--- src/rtl/eae_unit_pkg.sv ---
// Shared EAE definitions: FSM states, operation codes and iteration count.
// Used by eae_unit and its eae_div_step datapath helper.
package eae_unit_pkg;

  localparam int EAE_ITERS = 12;
  localparam int EAE_CNT_W = 4;

  typedef enum logic [1:0] {
    ST_IDLE = 2'd0,
    ST_MUL  = 2'd1,
    ST_DIV  = 2'd2,
    ST_DONE = 2'd3
  } eae_state_t;

  typedef enum logic {
    EAE_MUL = 1'b0,
    EAE_DVI = 1'b1
  } eae_op_t;

  // Value the iteration counter holds during the final iteration.
  function automatic logic [EAE_CNT_W-1:0] last_iter();
    return EAE_CNT_W'(EAE_ITERS - 1);
  endfunction

endpackage

--- src/rtl/eae_unit_div_step.sv ---
// One restoring-division step: shift {rem,quo} left by one, then
// subtract the divisor when it fits and shift a 1 into the quotient.
module eae_div_step #(
  parameter int WIDTH = 12
) (
  input  logic [WIDTH-1:0] rem,
  input  logic [WIDTH-1:0] quo,
  input  logic [WIDTH-1:0] divisor,
  output logic [WIDTH-1:0] rem_next,
  output logic [WIDTH-1:0] quo_next
);

  logic [WIDTH:0] shifted;
  logic           fits;

  assign shifted = {rem, quo[WIDTH-1]};
  assign fits    = (shifted >= {1'b0, divisor});

  // rem < divisor on entry, so the restored remainder always fits WIDTH bits.
  assign rem_next = fits ? WIDTH'(shifted - {1'b0, divisor}) : shifted[WIDTH-1:0];
  assign quo_next = {quo[WIDTH-2:0], fits};

endmodule

--- src/rtl/eae_unit.sv ---
// Extended arithmetic element: MUL ({AC,MQ} = MQ*MB + AC) and DVI ({AC,MQ} / MB).
// Define EAE_SINGLE_CYCLE_MUL_EN for a combinational multiply-add that finishes in one cycle.
module eae_unit
  import eae_unit_pkg::*;
#(
  parameter int WIDTH = 12
) (
  input  logic             clock,
  input  logic             resetN,
  input  logic             start,
  input  logic             op,
  input  logic [WIDTH-1:0] ac_in,
  input  logic [WIDTH-1:0] mq_in,
  input  logic [WIDTH-1:0] mb_in,
  output logic             busy,
  output logic             done,
  output logic [WIDTH-1:0] ac_mul,
  output logic [WIDTH-1:0] mq_mul,
  output logic [WIDTH-1:0] ac_dvi,
  output logic [WIDTH-1:0] mq_dvi,
  output logic             link_dvi
);

  eae_state_t           state, state_next;
  eae_op_t              op_sel;
  logic [EAE_CNT_W-1:0] cnt;
  logic                 last;
  logic                 dvi_ovf;

  // Work registers: {work_hi,work_lo} is the MUL partial product or the
  // DIV remainder/quotient pair; operand holds the latched MB.
  logic [WIDTH-1:0] work_hi, work_lo, operand;

  logic [WIDTH:0]   mul_sum;
  logic [WIDTH-1:0] mul_hi_next, mul_lo_next;
  logic [WIDTH-1:0] div_rem_next, div_quo_next;

  assign op_sel  = eae_op_t'(op);
  assign last    = (cnt == last_iter());
  assign dvi_ovf = (ac_in >= mb_in);
  assign busy    = (state == ST_MUL) || (state == ST_DIV);
  assign done    = (state == ST_DONE);

  // Shift-add step: conditionally add the multiplicand, then shift the
  // (WIDTH+1)-bit sum and the multiplier right as one register.
  assign mul_sum     = {1'b0, work_hi} + (work_lo[0] ? {1'b0, operand} : '0);
  assign mul_hi_next = mul_sum[WIDTH:1];
  assign mul_lo_next = {mul_sum[0], work_lo[WIDTH-1:1]};

  eae_div_step #(.WIDTH(WIDTH)) u_div_step (
    .rem      (work_hi),
    .quo      (work_lo),
    .divisor  (operand),
    .rem_next (div_rem_next),
    .quo_next (div_quo_next)
  );

`ifdef EAE_SINGLE_CYCLE_MUL_EN
  logic [2*WIDTH-1:0] mac;
  assign mac = {{WIDTH{1'b0}}, mq_in} * {{WIDTH{1'b0}}, mb_in} + {{WIDTH{1'b0}}, ac_in};
`endif

  // NOTE: every always_comb output gets a default first so no path can infer a latch.
  always_comb begin
    state_next = state;
    unique case (state)
      ST_IDLE: begin
        if (start) begin
          if (op_sel == EAE_MUL) begin
`ifdef EAE_SINGLE_CYCLE_MUL_EN
            state_next = ST_DONE;
`else
            state_next = ST_MUL;
`endif
          end else begin
            state_next = dvi_ovf ? ST_DONE : ST_DIV;
          end
        end
      end
      ST_MUL:  if (last) state_next = ST_DONE;
      ST_DIV:  if (last) state_next = ST_DONE;
      ST_DONE: state_next = ST_IDLE;
      default: state_next = ST_IDLE;
    endcase
  end

  // NOTE: sequential state uses non-blocking assignments so every register
  // samples pre-edge values regardless of statement order.
  always_ff @(posedge clock or negedge resetN) begin
    if (!resetN) begin
      state <= ST_IDLE;
    end else begin
      state <= state_next;
    end
  end

  always_ff @(posedge clock or negedge resetN) begin
    if (!resetN) begin
      cnt     <= '0;
      work_hi <= '0;
      work_lo <= '0;
      operand <= '0;
    end else begin
      unique case (state)
        ST_IDLE: begin
          cnt <= '0;
          if (start) begin
            work_hi <= ac_in;
            work_lo <= mq_in;
            operand <= mb_in;
          end
        end
        ST_MUL: begin
          cnt     <= cnt + 1'b1;
          work_hi <= mul_hi_next;
          work_lo <= mul_lo_next;
        end
        ST_DIV: begin
          cnt     <= cnt + 1'b1;
          work_hi <= div_rem_next;
          work_lo <= div_quo_next;
        end
        default: cnt <= '0;
      endcase
    end
  end

  // Results change only on entry to DONE; the other operation's results hold.
  always_ff @(posedge clock or negedge resetN) begin
    if (!resetN) begin
      ac_mul   <= '0;
      mq_mul   <= '0;
      ac_dvi   <= '0;
      mq_dvi   <= '0;
      link_dvi <= 1'b0;
    end else begin
      unique case (state)
        ST_IDLE: begin
          if (start && op_sel == EAE_DVI && dvi_ovf) begin
            ac_dvi   <= ac_in;
            mq_dvi   <= mq_in;
            link_dvi <= 1'b1;
          end
`ifdef EAE_SINGLE_CYCLE_MUL_EN
          if (start && op_sel == EAE_MUL) begin
            ac_mul <= mac[2*WIDTH-1:WIDTH];
            mq_mul <= mac[WIDTH-1:0];
          end
`endif
        end
        ST_MUL: begin
          if (last) begin
            ac_mul <= mul_hi_next;
            mq_mul <= mul_lo_next;
          end
        end
        ST_DIV: begin
          if (last) begin
            ac_dvi   <= div_rem_next;
            mq_dvi   <= div_quo_next;
            link_dvi <= 1'b0;
          end
        end
        default: ;
      endcase
    end
  end

endmodule

--- config.mk ---
export PLATFORM = sky130hd
export DESIGN_NAME = eae_unit
export DESIGN_NICKNAME = d
export VERILOG_FILES = /design/src/rtl/eae_unit_pkg.sv /design/src/rtl/eae_unit_div_step.sv /design/src/rtl/eae_unit.sv
export SDC_FILE = /design/constraint.sdc
export NUM_CORES = 1
export LEC_CHECK = 0
export BUFFER_PORTS_ARGS = -buffer_cell sky130_fd_sc_hd__buf_4
export CAP_MARGIN = 20
export CORE_ASPECT_RATIO = 0.8
export CORE_MARGIN = 3
export CORE_UTILIZATION = 60
export CTS_BUF_LIST = sky130_fd_sc_hd__clkbuf_4 sky130_fd_sc_hd__clkbuf_8
export DETAILED_ROUTE_END_ITERATION = 16
export HOLD_SLACK_MARGIN = 0.03
export PLACE_DENSITY_LB_ADDON = 0.12
export SLEW_MARGIN = 20
export SYNTH_ARGS = -nofsm -noshare
export SYNTH_HDL_FRONTEND = slang
export SYNTH_HIERARCHICAL = 1
export SYNTH_SLANG_ARGS = --single-unit
--- constraint.sdc ---
create_clock -name clock -period 5.96 [get_ports clock]
set_clock_uncertainty 0.1 [all_clocks]
set_input_delay 1.192 -clock clock [delete_from_list [all_inputs] [get_ports clock]]
set_output_delay 1.192 -clock clock [all_outputs]
set_load 0.05 [all_outputs]
# After elaboration in Yosys (flattened, before gate mapping)
# Cells that the tools add are included.
[word_totals]
register_bits = 91
output_inout_bits = 51
elab_cells = 56
inputBits = 40
[op_classes]
add_sub_neg = 3
n_reduce_logical = 12
muxes = 21
eq_ne = 8
order_cmp = 2
[op_table]
columns = ["operator", "count"]
rows = [
  ["$mux 12", 8],
  ["$pmux 12 s3", 2],
  ["$pmux 12 s2", 2],
  ["$add 12x12->13", 1],
  ["$ge 13x12->1", 1],
  ["$ge 12x12->1", 1],
  ["$sub 12x12->12", 1],
  ["$reduce_and 2->1", 4],
  ["$mux 2", 3],
  ["$ne 2x2->1 const B", 3],
  ["$pmux 2 s3", 1],
  ["$add 4x1->4 const B", 1],
  ["$eq 2x2->1 const B", 2],
  ["$eq 4x4->1 const B", 1],
  ["$mux 4", 1],
  ["$mux 1", 3],
  ["$reduce_and 3->1", 1],
  ["$reduce_bool 3->1", 1],
  ["$eq 2x1->1 const B", 1],
  ["$logic_and 1x1->1", 2],
  ["$logic_not 2->1", 1],
  ["$ne 2x1->1 const B", 1],
  ["$pmux 1 s2", 1],
  ["$reduce_bool 2->1", 1],
  ["other kinds (2)", 2],
]

# Depth between registers and ports, before layout
[depth]
depth_word = 5
ltp_mapped = 13
depth_no_buf = 12

# By module
# Netlist, hierarchy kept.
[modules_own_cells]
columns = ["module", "area_each_um2", "seq_area_each_um2", "n_inst", "cells_per_inst"]
rows = [
  ["eae_unit", 5559.1, 2277.2, 1, 615],
  ["eae_div_step", 929.6, 0.0, 1, 120],
]

# Worst setup path after synthesis
# No wires, ideal clock.
[synth_path]
path_type = "flip-flop to flip-flop"
start = "register work_hi[2]"
end = "register ac_dvi[9]"
setup_time_ps = 143
synth_period_minus_slack_ps = 2813
path_stages_with_launch = 11
required_time_ps = 5717
arrival_time_ps = 2570
setup_slack_ps = 3147
path_buffers = 1
cell_sequence = "dfrtp_1 -> ha_1 -> and3_4 -> a211oi_4 -> o211ai_2 -> a31o_4 -> buf_12 -> mux2_4 -> or3_1 -> o21ai_0 -> a222oi_1"
[synth_via]
elab_chain_cells = 4
elab_cells_between_ends = 5
classes_between = "add/sub (1); order compare (1); mux (3)"
[synth_rtl]
columns = ["item", "line_no", "text"]
rows = [
  ["start, declared", "eae_unit.sv:32", "logic [WIDTH-1:0] work_hi, work_lo, operand;"],
  ["start signal, assigned", "eae_unit.sv:108", "work_hi <= ac_in;"],
  ["start signal, assigned", "eae_unit.sv:115", "work_hi <= mul_hi_next;"],
  ["start signal, assigned", "eae_unit.sv:120", "work_hi <= div_rem_next;"],
  ["$ge 13x12->1", "eae_unit_div_step.sv:17", "assign fits = (shifted >= {1'b0, divisor});"],
  ["net u_div_step.fits", "eae_unit_div_step.sv:14", "logic fits;"],
  ["$mux 12", "eae_unit_div_step.sv:20", "assign rem_next = fits ? WIDTH'(shifted - {1'b0, divisor}) : shifted[WIDTH-1:0];"],
  ["net div_rem_next[9]", "eae_unit.sv:36", "logic [WIDTH-1:0] div_rem_next, div_quo_next;"],
  ["$mux 12", "eae_unit.sv:158", "if (last) begin"],
  ["$pmux 12 s2", "eae_unit.sv:137", "unique case (state)"],
  ["end signal, assigned", "eae_unit.sv:140", "ac_dvi <= ac_in;"],
  ["end signal, assigned", "eae_unit.sv:159", "ac_dvi <= div_rem_next;"],
  ["end, declared", "eae_unit.sv:19", "output logic [WIDTH-1:0] ac_dvi,"],
]
# The timed path passes the listed nets, and every way through them passes these cells. The select of a mux whose other input is x is not followed.
# A chain may end at the register's enable or synchronous reset.

# Final worst setup path
[layout_path]
start = "register state[1]"
end = "register work_hi[4]"
[layout_via]
elab_chain_cells = 3
elab_cells_between_ends = 7
classes_between = "eq/ne (3); mux (1); reduce/logical (3)"
[layout_rtl]
columns = ["item", "line_no", "text"]
rows = [
  ["start, declared", "eae_unit.sv:24", "eae_state_t state, state_next;"],
  ["start signal, assigned", "eae_unit.sv:93", "state <= state_next;"],
  ["$eq 2x1->1 (tied with other cells)", "eae_unit.sv:104", "unique case (state)"],
  ["$reduce_bool 3->1 (no source line) / $ne 2x2->1 (equally long branches)", "--", ""],
  ["$reduce_and 2->1 (no source line)", "--", ""],
]
# Parallel ways exist; a longest one is shown, timed or not.

==> results.json <==
{
  "status": "finished clean",
  "die_h_um": 99.0,
  "post-route-util_pct": 70.1,
  "cts_tree": "yes",
  "grt_max_degree": 76,
  "crit_path_end_kind": "flop",
  "yosysMostFrequentCell": "o21ai_0",
  "synthTopCellsByArea": "dfrtp_1 35%, o21ai_0 8.6%, ha_1 7.9%",
  "async_flop_share_pct": 100,
  "num_io_pins": 91,
  "crit_type": "reg2reg",
  "whs_ns": 0.369,
  "synthXorXnorAreaFrac_pct": 2.70,
  "muxShareOfSynthArea_pct": 5.55,
  "synthSimpleGateAreaFrac_pct": 16.3,
  "place_congestion": 0.888,
  "rsz0062_at_grt": "false",
  "rows": 33,
  "synthAdderAreaFrac_pct": 8.52,
  "drive_gt1_share_pct": 20.4,
  "layout.nets": 866,
  "cts_made_buffers": 9,
  "synth_top_family_by_area": "compound AO/OA/AOI/OAI gates",
  "yosys_warnings": 6,
  "synth-compound-area-share_pct": 23.1,
  "yosys.area.top_type": "dfrtp_1",
  "num_antenna_cells": 0,
  "route.layer.met1.wl_um": 8000,
  "final-hold-violation-count": 0,
  "vias": 5912,
  "hold_buffers": 0,
  "max_freq_ghz": 0.263,
  "hold_class": "reg2reg",
  "setup_viol": 0,
  "cap_violations": 0,
  "vias_per_cell": 6.37,
  "core_um2": 10400,
  "drc_errors": 0,
  "worstMarginPinSlew_ns": 1.01,
  "synth_top_area_share_pct": 35.1,
  "grt_util_all_layers_pct": 30.3,
  "top_layer_used": "met4",
  "cts_buffer_depth": 2,
  "htree_levels": 3,
  "ctsResizeCount": 0,
  "port_buffers": 90,
  "drv_slew": 0,
  "slew_headroom_pct": 32.5,
  "cts.sinks": 91,
  "antenna_found_initial": 0,
  "period_needed_ns": 3.81,
  "dr.pass1.iters": 6,
  "cp_max_fo": 30,
  "cp.arrival_ns": 3.96,
  "dp_hpwl_um": 12900,
  "critPathLaunchType": "flop",
  "period_share_pct": 63.8,
  "grt_pass1_vias": 5732,
  "synth_seq_cells": 91,
  "ys_types": 73,
  "synthTopCellsByCount": "111 x o21ai_0, 91 x dfrtp_1, 70 x nand2_1",
  "syn_area_um2": 6490,
  "cp_data_required_time_ns": 6.11,
  "grt-ovfl-total": 0,
  "grt_first_pass_wirelength_um": 29000,
  "route.met3.wl_um": 1440,
  "area_delta_synth_final_pct": 12.4,
  "drt_iter0_drc": 679,
  "vdd_ir_drop_max_v": 0.000339,
  "netlist_instances": 735,
  "insertion_delay_ns": 0.38,
  "die_w_um": 122,
  "yosysSeqAreaShare_pct": 35.1,
  "fin_tns_setup_ns": 0,
  "detail-route-antenna-nets": 0,
  "path_clk_slew_ns": 0.10,
  "wl_per_cell_um": 19.5,
  "synth_edf_count": 0,
  "post-cts-setup-buffer-count": 0,
  "synth_nets": 818,
  "synth_ff_type": "dfrtp_1",
  "clockRootBuffer": "clkbuf_8",
  "drt-total-wl_um": 18100,
  "synth.avg_cell_area_um2": 8.83,
  "dr_wl_met2_um": 8230,
  "p_leak_uw": 0.00342,
  "start_util_pct": 62.4,
  "dieArea_um2": 12100,
  "power_density_nw_per_um2": 664
}
## cell families (layout without fill, tap and decap cells)
| kind of cell | after synthesis | count (layout) |
|---|---|---|
| muxes | 30 | 30 |
| adders and majority gates | 43 | 43 |
| AOI/OAI and AO/OA | 223 | 223 |
| and+or+nand+nor | 204 | 204 |
| DFF | 91 | 91 |
| xor gates and xnor gates | 20 | 20 |
| buffers and inverters | 124 | 177 |
## final cells by class
| cell class | instances | area, um^2 |
|---|---|---|
| repair buffers | 96 | 721 |
| fillers | 871 | 3110 |
| clock inverters | 7 | 100 |
| well taps | 140 | 175 |
| multi-input cells | 520 | 3650 |
| inverters | 65 | 244 |
| clock buffers | 9 | 124 |
| flip-flops and latches | 91 | 2280 |
## metal layers
| metal | track usage, % | vias to the layer above |
|---|---|---|
| met2 | 46.2 | 289 |
| met3 | 5.22 | 37 |
| li1 | - | 2724 |
| met4 | 9.98 | 0 |
| met1 | 43.8 | 2862 |
| met5 | 0 | - |
## metrics by stage
step | cell area, um^2 | power (uW) | instances | worst slack, ns
3_3_place_gp | 7070 | 4150 | 912 | 2.27
5_1_grt | 7290 | 5160 | 928 | 1.77
6_report | 7290 | 4840 | 928 | 2.15
3_5_place_dp | 7070 | 4280 | 912 | 2.17
4_1_cts | 7290 | 4780 | 928 | 2.24
2_1_floorplan | 6490 | 3600 | 735 | 3.15
## registers in the layout, indices dropped and copies added (netlist names)
signal    flops
ac_mul       12
work_lo      12
ac_dvi       12
state         2
mq_mul       12
link_dvi      1
cnt           4
operand      12
mq_dvi       12
work_hi      12
## path summary, 6_finish.rpt
check                        endpoint  slack (ns)  cells past startpoint  startpoint
max reg2reg                work_hi[4]        2.15                      7    state[1]
min in group asynchronous    link_dvi        0.64                      1      resetN
min reg2reg                    cnt[0]        0.37                      1      cnt[0]
min                            cnt[0]        0.37                      1      cnt[0]
max                        work_hi[4]        2.15                      7    state[1]
max in group asynchronous  operand[2]        3.95                      2      resetN
## power by group
part | leakage [uW] | internal, uW | total [uW] | switching, uW
registers | 0.00111 | 848 | 1120 | 272
logic | 0.00219 | 1230 | 3240 | 2010
clock network | 0.000114 | 240 | 483 | 243
## layout by cell type, fill, tap and decap left out, types with 15 or more instances in the layout
master / instances
a21oi_1: 18
a222oi_1: 24
and2_1: 15
buf_4: 96
dfrtp_1: 91
ha_1: 40
inv_1: 64
mux2_2: 20
nand2_1: 70
nor2_1: 21
o21ai_0: 111
or3_1: 49
## critical path, stage by stage (launching register included)
cell       delay (ns)
dfrtp_1          0.43
inv_1            0.11
ha_1             0.77
nand2_1          0.80
nand2_1          0.73
nand2_1          0.22
a2111oi_0        0.40
nor3_1           0.11
Note: power is estimated with default switching activity, not from simulation.
